**config.mk**
```make
export PLATFORM = sky130hd
export DESIGN_NAME = uart_bench_agent
export DESIGN_NICKNAME = d
export VERILOG_FILES = /design/src/rtl/uart_bench_agent.sv
export SDC_FILE = /design/constraint.sdc
export NUM_CORES = 1
export LEC_CHECK = 0
export BUFFER_PORTS_ARGS = -buffer_cell sky130_fd_sc_hd__clkbuf_2
export CORE_AREA = 2 2 95 134
export DETAILED_ROUTE_END_ITERATION = 8
export DIE_AREA = 0 0 97 136
export GPL_TIMING_DRIVEN = 1
export PLACE_DENSITY = 0.87
export SLEW_MARGIN = 20
export SYNTH_ARGS = -nofsm -noshare
export SYNTH_HDL_FRONTEND = slang
export SYNTH_SLANG_ARGS = --single-unit
```
**constraint.sdc**
```tcl
create_clock -name clk -period 5.1 [get_ports clk]
set_input_delay 1.02 -clock clk [delete_from_list [all_inputs] [get_ports clk]]
set_output_delay 1.02 -clock clk [all_outputs]
set_load 0.02 [all_outputs]
```
**src/rtl/uart_bench_agent.sv**
```systemverilog
// Bench-side UART agent: sequenced core reset, queued serial stimulus on the core rx line,
// monitor of the core tx line with framing-error detection, and a cycle counter with timeout.
`timescale 1ns/1ps
module uart_bench_agent #(
   parameter int CLKS_PER_BIT   = 16,
   parameter int DATA_BITS      = 8,
   parameter int FIFO_DEPTH     = 8,
   parameter int RST_CYCLES     = 2,
   parameter int TIMEOUT_CYCLES = 1000,
   parameter int CNT_W          = 32
) (
   input  logic                 clk,
   input  logic                 rst_n,
   output logic                 core_rst_n,
   output logic                 uart_rx_out,
   input  logic                 uart_tx_in,
   input  logic [DATA_BITS-1:0] stim_data,
   input  logic                 stim_valid,
   output logic                 stim_ready,
   output logic                 tx_busy,
   output logic [DATA_BITS-1:0] mon_data,
   output logic                 mon_valid,
   output logic                 mon_frame_err,
   output logic [CNT_W-1:0]     cycle_count,
   output logic                 timeout
);
   localparam int CW = (CLKS_PER_BIT > 1) ? $clog2(CLKS_PER_BIT) : 1;
   localparam int BW = $clog2(DATA_BITS + 1);
   localparam int AW = $clog2(FIFO_DEPTH);
   localparam int RW = $clog2(RST_CYCLES + 1);
   localparam logic [CW-1:0] BIT_LAST  = CW'(CLKS_PER_BIT - 1);
   localparam logic [CW-1:0] HALF_LAST = CW'(CLKS_PER_BIT / 2 - 1);
   localparam logic [BW-1:0] BIT_END   = BW'(DATA_BITS - 1);

   localparam logic [1:0] TX_IDLE = 2'd0, TX_START = 2'd1, TX_DATA = 2'd2, TX_STOP = 2'd3;
   localparam logic [2:0] RX_IDLE = 3'd0, RX_START = 3'd1, RX_DATA = 3'd2, RX_STOP = 3'd3,
                          RX_WAIT_HIGH = 3'd4;

   logic [RW-1:0] rst_cnt;

   always_ff @(posedge clk or negedge rst_n) begin
      if (!rst_n) begin
         rst_cnt    <= '0;
         core_rst_n <= 1'b0;
      end else if (!core_rst_n) begin
         if (rst_cnt == RW'(RST_CYCLES - 1)) core_rst_n <= 1'b1;
         else rst_cnt <= rst_cnt + 1'b1;
      end
   end

   // stimulus queue: extra pointer bit distinguishes full from empty
   logic [DATA_BITS-1:0] fifo_mem [FIFO_DEPTH];
   logic [AW:0]          wr_ptr, rd_ptr;
   logic                 fifo_empty, fifo_full, push, pop;

   assign fifo_empty = (wr_ptr == rd_ptr);
   assign fifo_full  = (wr_ptr[AW] != rd_ptr[AW]) && (wr_ptr[AW-1:0] == rd_ptr[AW-1:0]);
   assign stim_ready = !fifo_full;
   assign push       = stim_valid && !fifo_full;

   always_ff @(posedge clk) begin
      if (push) fifo_mem[wr_ptr[AW-1:0]] <= stim_data;
   end

   always_ff @(posedge clk or negedge rst_n) begin
      if (!rst_n) begin
         wr_ptr <= '0;
         rd_ptr <= '0;
      end else begin
         if (push) wr_ptr <= wr_ptr + 1'b1;
         if (pop)  rd_ptr <= rd_ptr + 1'b1;
      end
   end

   logic [1:0]           tx_state;
   logic [CW-1:0]        tx_cnt;
   logic [BW-1:0]        tx_bit;
   logic [DATA_BITS-1:0] tx_shift, tx_next;
   logic                 tx_bit_done;

   assign tx_bit_done = (tx_cnt == BIT_LAST);
   assign tx_next     = tx_shift >> 1;
   assign pop         = !fifo_empty && ((tx_state == TX_IDLE && core_rst_n) ||
                                        (tx_state == TX_STOP && tx_bit_done));
   assign tx_busy     = (tx_state != TX_IDLE) || !fifo_empty;

   always_ff @(posedge clk) begin
      if (pop) tx_shift <= fifo_mem[rd_ptr[AW-1:0]];
      else if (tx_state == TX_DATA && tx_bit_done) tx_shift <= tx_next;
   end

   always_ff @(posedge clk or negedge rst_n) begin
      if (!rst_n) begin
         tx_state    <= TX_IDLE;
         tx_cnt      <= '0;
         tx_bit      <= '0;
         uart_rx_out <= 1'b1;
      end else begin
         case (tx_state)
            TX_IDLE: if (pop) begin
               tx_state    <= TX_START;
               tx_cnt      <= '0;
               uart_rx_out <= 1'b0;
            end
            TX_START: if (tx_bit_done) begin
               tx_state    <= TX_DATA;
               tx_cnt      <= '0;
               tx_bit      <= '0;
               uart_rx_out <= tx_shift[0];
            end else tx_cnt <= tx_cnt + 1'b1;
            TX_DATA: if (tx_bit_done) begin
               tx_cnt <= '0;
               if (tx_bit == BIT_END) begin
                  tx_state    <= TX_STOP;
                  uart_rx_out <= 1'b1;
               end else begin
                  tx_bit      <= tx_bit + 1'b1;
                  uart_rx_out <= tx_next[0];
               end
            end else tx_cnt <= tx_cnt + 1'b1;
            TX_STOP: if (tx_bit_done) begin
               tx_cnt <= '0;
               // back-to-back frames skip IDLE so there is no gap on the line
               if (pop) begin
                  tx_state    <= TX_START;
                  uart_rx_out <= 1'b0;
               end else tx_state <= TX_IDLE;
            end else tx_cnt <= tx_cnt + 1'b1;
            default: tx_state <= TX_IDLE;
         endcase
      end
   end

   logic                 rx_s1, rx_s2, rx_prev;
   logic [2:0]           rx_state;
   logic [CW-1:0]        rx_cnt;
   logic [BW-1:0]        rx_bit;
   logic [DATA_BITS-1:0] rx_shift;
   logic [DATA_BITS:0]   rx_cat;

   assign rx_cat = {rx_s2, rx_shift};

   always_ff @(posedge clk) begin
      if (rx_state == RX_DATA && rx_cnt == BIT_LAST) rx_shift <= rx_cat[DATA_BITS:1];
   end

   always_ff @(posedge clk or negedge rst_n) begin
      if (!rst_n) begin
         rx_s1         <= 1'b1;
         rx_s2         <= 1'b1;
         rx_prev       <= 1'b1;
         rx_state      <= RX_IDLE;
         rx_cnt        <= '0;
         rx_bit        <= '0;
         mon_data      <= '0;
         mon_valid     <= 1'b0;
         mon_frame_err <= 1'b0;
      end else begin
         rx_s1         <= uart_tx_in;
         rx_s2         <= rx_s1;
         rx_prev       <= rx_s2;
         mon_valid     <= 1'b0;
         mon_frame_err <= 1'b0;
         case (rx_state)
            RX_IDLE: if (rx_prev && !rx_s2) begin
               rx_state <= RX_START;
               rx_cnt   <= '0;
            end
            RX_START: if (rx_cnt == HALF_LAST) begin
               rx_cnt <= '0;
               rx_bit <= '0;
               // a line already back high at mid-start was a glitch
               rx_state <= rx_s2 ? RX_IDLE : RX_DATA;
            end else rx_cnt <= rx_cnt + 1'b1;
            RX_DATA: if (rx_cnt == BIT_LAST) begin
               rx_cnt <= '0;
               if (rx_bit == BIT_END) rx_state <= RX_STOP;
               else rx_bit <= rx_bit + 1'b1;
            end else rx_cnt <= rx_cnt + 1'b1;
            RX_STOP: if (rx_cnt == BIT_LAST) begin
               rx_cnt   <= '0;
               mon_data <= rx_shift;
               if (rx_s2) begin
                  mon_valid <= 1'b1;
                  rx_state  <= RX_IDLE;
               end else begin
                  mon_frame_err <= 1'b1;
                  rx_state      <= RX_WAIT_HIGH;
               end
            end else rx_cnt <= rx_cnt + 1'b1;
            RX_WAIT_HIGH: if (rx_s2) rx_state <= RX_IDLE;
            default: rx_state <= RX_IDLE;
         endcase
      end
   end

   always_ff @(posedge clk or negedge rst_n) begin
      if (!rst_n) begin
         cycle_count <= '0;
         timeout     <= 1'b0;
      end else if (core_rst_n && cycle_count != '1) begin
         cycle_count <= cycle_count + 1'b1;
         if (TIMEOUT_CYCLES != 0 && (cycle_count + 1'b1) == CNT_W'(TIMEOUT_CYCLES))
            timeout <= 1'b1;
      end
   end
endmodule
```
==> results.yml, run 1 <==
clocking:
  ctsHoldBuffers: 0
  cts-root-buf: "clkbuf_16"
  cts_resized: 0
  path_clk_slew_ns: 0.06
  cts_tree: "done"
  post-cts-setup-buffers: 0
  clk_latency_ns: 0.42
  max-clock-path-buffers: 2
  cts_made_buffers: 17
  h-tree-depth: 4
  cts.sinks: 159
sta:
  fin_ws_ns: 1.95
  period_needed_ns: 3.15
  fmax_mhz: 318
  clock_skew_ns: 0.00634
  rsz0062_at_grt: "no"
  tns_ns: 0
  fin_crit_sh: 0.618
  hold_violations: 0
  finalMaxSlewViolations: 0
  holdWs_ns: 0.358
  worstMarginPinSlew_ns: 0.784
  finalSetupViolations: 0
  slew_headroom: 0.478
finish:
  area_growth_pct: 13.9
  design_area_sq_um: 8290
  final_cell_mix: "edfxtp_1, dfrtp_1, nand2_1, clkbuf_2, nor2_1"
  drive_gt1_frac: 0.216
  layout_commonest_cell: "edfxtp_1"
  nets: 659
  diodes: 0
die:
  rows: 48
  die_area_sq_um: 13200
  pin_count: 59
  die_y_um: 136
  core_area_sq_um: 12100
  die_w_um: 97
  start_util: 0.603
logic_synthesis:
  netlist.area_leader.share: 0.330
  synth_ff_type: "edfxtp_1"
  synth_cells: 581
  synth-simple-area-share: 0.148
  synthAdderAreaFrac: 0.0224
  seq_area_frac_synth: 0.602
  synth_enable_flop_cells: 80
  synth-compound-area-share: 0.0657
  syn_area_per_cell_sq_um: 12.5
  synthesis.area_sq_um: 7280
  synth_area_leader_cell: "edfxtp_1"
  ys_warn_count: 0
  synth.distinct_cells: 57
  async_flop_share: 0.497
  yosys-top-cells-area: "edfxtp_1, dfrtp_1, mux4_2, xnor2_1, nand2_1"
  synth_xor_area_frac: 0.0590
  muxShareOfSynthArea: 0.0805
  ys_seq_elements: 159
  syn_nets: 606
  synth_top_family_by_area: "simple AND/OR/NAND/NOR gates"
place:
  io_buffers: 58
  hpwl_um: 10000
  place_area_sq_um: 7660
  pre_cts_ws_ns: 2.21
  place_congestion: 0.913
detailed_routing:
  vias_per_cell: 6.02
  drc: 0
  initialDrtViolationCount: 305
  ant_nets: 0
  num_vias: 4801
  wl_um: 14700
  wl_per_cell_um: 18.4
  drt_pass1_iterations: 5
worst_hold_path:
  hold_class: "register to register"
  hold_depth: 0
run_status:
  status: "completed"
worst_setup_path:
  end_kind: "output pin"
  worstPathMaxFanout: 20
  cp.required_ns: 4.08
  cp.arrival_ns: 2.13
  cp-start-kind: "register"
  r2r_cells: 7
  setup.worst_path.class: "register to output pin"
power:
  ir_drop_mv: 0.382
  p_per_area_nw_per_um2: 475
  leakagePower_nw: 3.45
global_route:
  antenna_found_initial: 0
  track_usage: 0.235
  grt_overflow_total: 0
  grt_pass1_wl_um: 24100
  grt_max_degree: 80
  grt_pass1_vias: 4729
run:
  maxCapViolCount: 0
-- cell families after synthesis --
kind of cell             count (synthesis)
AND/OR/NAND/NOR                        208
flip-flops                             159
AO/OA/AOI/OAI                           77
XOR/XNOR                                49
buffers and inverters                   38
multiplexers                            37
adder cells (fa/ha/maj)                 13
-- path summary, 6_finish.rpt --
| kind | from | end | slack, ns |
|---|---|---|---|
| min | rx_s1 | rx_s2 | 0.36 |
| max reg2reg | rd_ptr[1] | tx_state[1] | 2.20 |
| min in group asynchronous | rst_n | mon_data[3] | 0.48 |
| max in group asynchronous | rst_n | rx_prev | 4.00 |
| max | rd_ptr[1] | tx_busy | 1.95 |
| min reg2reg | rx_s1 | rx_s2 | 0.36 |
-- per-stage QoR --
step                       util  cells  power, W
after floorplan               -    581   0.00247
after global placement    0.635    764   0.00263
after detailed placement  0.635    764   0.00270
after CTS                 0.682    796   0.00394
after global routing      0.687    797   0.00413
final                     0.687    797   0.00394
-- worst max-delay path, cell delays in order (launching register included) --
cell      delay, ns
dfrtp_1        0.85
xor2_1         0.17
nor4_1         0.42
nand2_1        0.10
clkbuf_2       0.16
-- sequential cells by signal (all words and copies together), names as in the netlist --
name	flops
core_rst_n	1
cycle_count	32
fifo_mem	64
mon_data	8
mon_frame_err	1
mon_valid	1
rd_ptr	4
rst_cnt	2
rx_bit	4
rx_cnt	4
rx_prev	1
rx_s1	1
rx_s2	1
rx_shift	8
rx_state	3
timeout	1
tx_bit	4
tx_cnt	4
tx_shift	8
tx_state	2
uart_rx_out	1
wr_ptr	4
-- Yosys cell counts, drive strengths merged (3+ instances only) --
master,number
inv,9
a41oi,3
nor3b,6
nor4,7
clkbuf,16
nand2b,4
nor3,20
xor2,21
mux2i,9
o21ai,37
mux4,16
mux2,12
and2,5
ha,13
a22o,5
xnor2,28
or2,3
dfrtp,75
nor2,40
nand4,17
edfxtp,80
nand3,25
a21o,4
a31oi,3
and3,10
a21oi,10
buf,13
nand2,64
dfstp,4
-- final cells by class --
| class | count | area, sq um |
|---|---|---|
| sequential | 159 | 4380 |
| fill | 827 | 3780 |
| tap | 150 | 188 |
| clock inverter | 14 | 125 |
| timing repair buffer | 63 | 350 |
| clock buffer | 18 | 450 |
| multi-input combinational | 384 | 2760 |
| inverter | 9 | 33.8 |
-- power breakdown --
group / switching [W] / internal, W
Sequential: 0.000188 / 0.00159
Combinational: 0.000526 / 0.000401
Clock: 0.000523 / 0.000707
-- layer usage --
| layer | track usage | vias to the layer above | routed length, um |
|---|---|---|---|
| met3 | 0.0468 | 40 | 601 |
| met5 | 0 | - | 0 |
| met1 | 0.272 | 2360 | 5650 |
| li1 | - | 2247 | - |
| met4 | 0.110 | 0 | 439 |
| met2 | 0.419 | 154 | 8010 |
No activity file was read; power rests on OpenSTA's default activity.
==> run 2: changes to the inputs <==
CORE_AREA = 2 2 102 143   (was 2 2 95 134)
DIE_AREA = 0 0 104 145   (was 0 0 97 136)
PLACE_DENSITY = 0.8   (was 0.87)
clock period = 2.86 ns   (was 5.1 ns; I/O delays follow)
==> run 2 against run 1 <==
Compared with the run above: critical path depth unchanged; register-to-register slack got worse by 1.7 ns; worst hold slack got worse by 0.22 ns; sequential power increased by 73%; first-iteration DRC count decreased by 48%.
==> results.yml, run 2 (synthesis results as in run 1) <==
worst_setup_path:
  cp.arrival_ns: 1.81
  worstPathMaxFanout: 10
  cp.required_ns: 2.29
  critPathMaxStageDelay_ns: 0.50
  worstReg2RegStart: "tx_cnt[0]"
  crit_chain: "xor2_1 > nor4_1 > nand2_1 > clkbuf_2"
  cp.buffers_inverters: 1
  setup.worst_path.class: "register to output pin"
  crit_start: "wr_ptr[0]"
  cp-start-kind: "register"
  cpLargestDelayFamily: "flip-flops"
  slowest_stage: "dfrtp_1"
  end_kind: "output pin"
power:
  ir_drop_mv: 0.527
  cellInternalPower_w: 0.00481
  switching_share: 0.310
  p_switching_w: 0.00216
  seq_power_share: 0.442
  p_per_area_nw_per_um2: 831
  combPwrFrac: 0.248
  clkPwrFrac: 0.310
  leakagePower_nw: 3.50
run:
  maxCapViolCount: 0
die:
  core_area_sq_um: 13800
  die_area_sq_um: 15100
  rows: 51
  pin_count: 59
  die_w_um: 104
  start_util: 0.528
  die_y_um: 145
clocking:
  path_clk_slew_ns: 0.07
  cts_resized: 0
  cts_tree: "done"
  h-tree-depth: 4
  clk_latency_ns: 0.43
  post-cts-setup-buffers: 0
  cts.sinks: 159
  ctsHoldBuffers: 0
  cts_made_buffers: 17
  cts-root-buf: "clkbuf_16"
  max-clock-path-buffers: 2
sta:
  hold_violations: 0
  period_needed_ns: 2.38
  finalSetupViolations: 0
  worstMarginPinSlew_ns: 0.489
  tns_ns: 0
  finalMaxSlewViolations: 0
  rsz0062_at_grt: "no"
  fmax_mhz: 420
  fin_ws_ns: 0.482
  clock_skew_ns: 0.0118
  fin_crit_sh: 0.832
  slew_headroom: 0.672
finish:
  n_fill_cell: 1087
  drive_gt1_frac: 0.224
  multi_input_area_sq_um: 2730
  largest_reg_flops: 64
  utilization: 0.608
  nets: 672
  layout_commonest_cell: "edfxtp_1"
  diodes: 0
  seqCellArea_sq_um: 4380
  final_cell_mix: "edfxtp_1, dfrtp_1, nand2_1, clkbuf_2, nor2_1"
  area_growth_pct: 15.2
place:
  pre_cts_ws_ns: 0.558
  hpwl_um: 9610
  io_buffers: 58
  place_congestion: 0.886
global_route:
  grt_pass1_vias: 4855
  antenna_found_initial: 0
  track_usage: 0.200
  grt_max_degree: 80
  grt_overflow_total: 0
  grt_pass1_wl_um: 23800
detailed_routing:
  wl_per_cell_um: 16.7
  vias_per_cell: 5.65
  num_vias: 4777
  wl_um: 14100
  initialDrtViolationCount: 160
  drt_pass1_iterations: 4
  ant_nets: 0
  drc: 0
run_status:
  status: "completed"
worst_hold_path:
  hold_class: "primary input to asynchronous set/reset pin"
-- run 2: routing by layer --
layer  up-vias  GRT usage  wire (um)
li1       2270          -          -
met1      2373      0.233       5690
met2       100      0.351       7530
met3        34     0.0400        487
met4         0     0.0973        396
met5         -          0          0
-- run 2: path summary, 6_finish.rpt --
kind,endpoint,slack [ns],cells past startpoint
worst max-delay path,tx_busy,0.48,4
worst min-delay path,mon_data[1],0.14,2
worst max register to register,tx_state[0],0.54,8
worst min register to register,rx_s2,0.35,0
max in group asynchronous,uart_rx_out,2.32,2
min in group clk,rx_s1,0.23,1
-- run 2: cell type report --
class / instances / share of cell area
inverters: 9 / 0.00403
clock buffers: 18 / 0.0512
multi-input cells: 384 / 0.326
well taps: 185 / 0.0276
clock inverters: 14 / 0.0152
flip-flops and latches: 159 / 0.523
repair buffers: 76 / 0.0526
-- run 2: power groups by stage --
stage	Clock, W	Combinational (W)	Sequential (W)
floorplan	0	0.00139	0.00302
global placement	0	0.00168	0.00309
detailed placement	0	0.00175	0.00312
CTS	0.00220	0.00177	0.00308
global route	0.00230	0.00193	0.00313
finish	0.00216	0.00173	0.00308
-- run 2: through the flow --
| step | total power [W] | hold WS (ns) | std cells | instance area [sq um] |
|---|---|---|---|---|
| after CTS | 0.00705 | 0.170 | 845 | 8380 |
| after floorplan | 0.00441 | 0.276 | 581 | 7280 |
| after global routing | 0.00737 | 0.170 | 845 | 8380 |
| after global placement | 0.00477 | 0.348 | 813 | 7820 |
| final | 0.00697 | 0.140 | 845 | 8380 |
| after detailed placement | 0.00487 | 0.350 | 813 | 7820 |
-- run 2: worst reg2reg max path: stages (launching register included) --
cell and delay (ns):
dfrtp_1 0.39, ha_1 0.21, and3_1 0.38, a22oi_1 0.11
or2_1 0.23, and2_1 0.24, a211oi_1 0.41, o21ai_1 0.13
o21ai_1 0.14
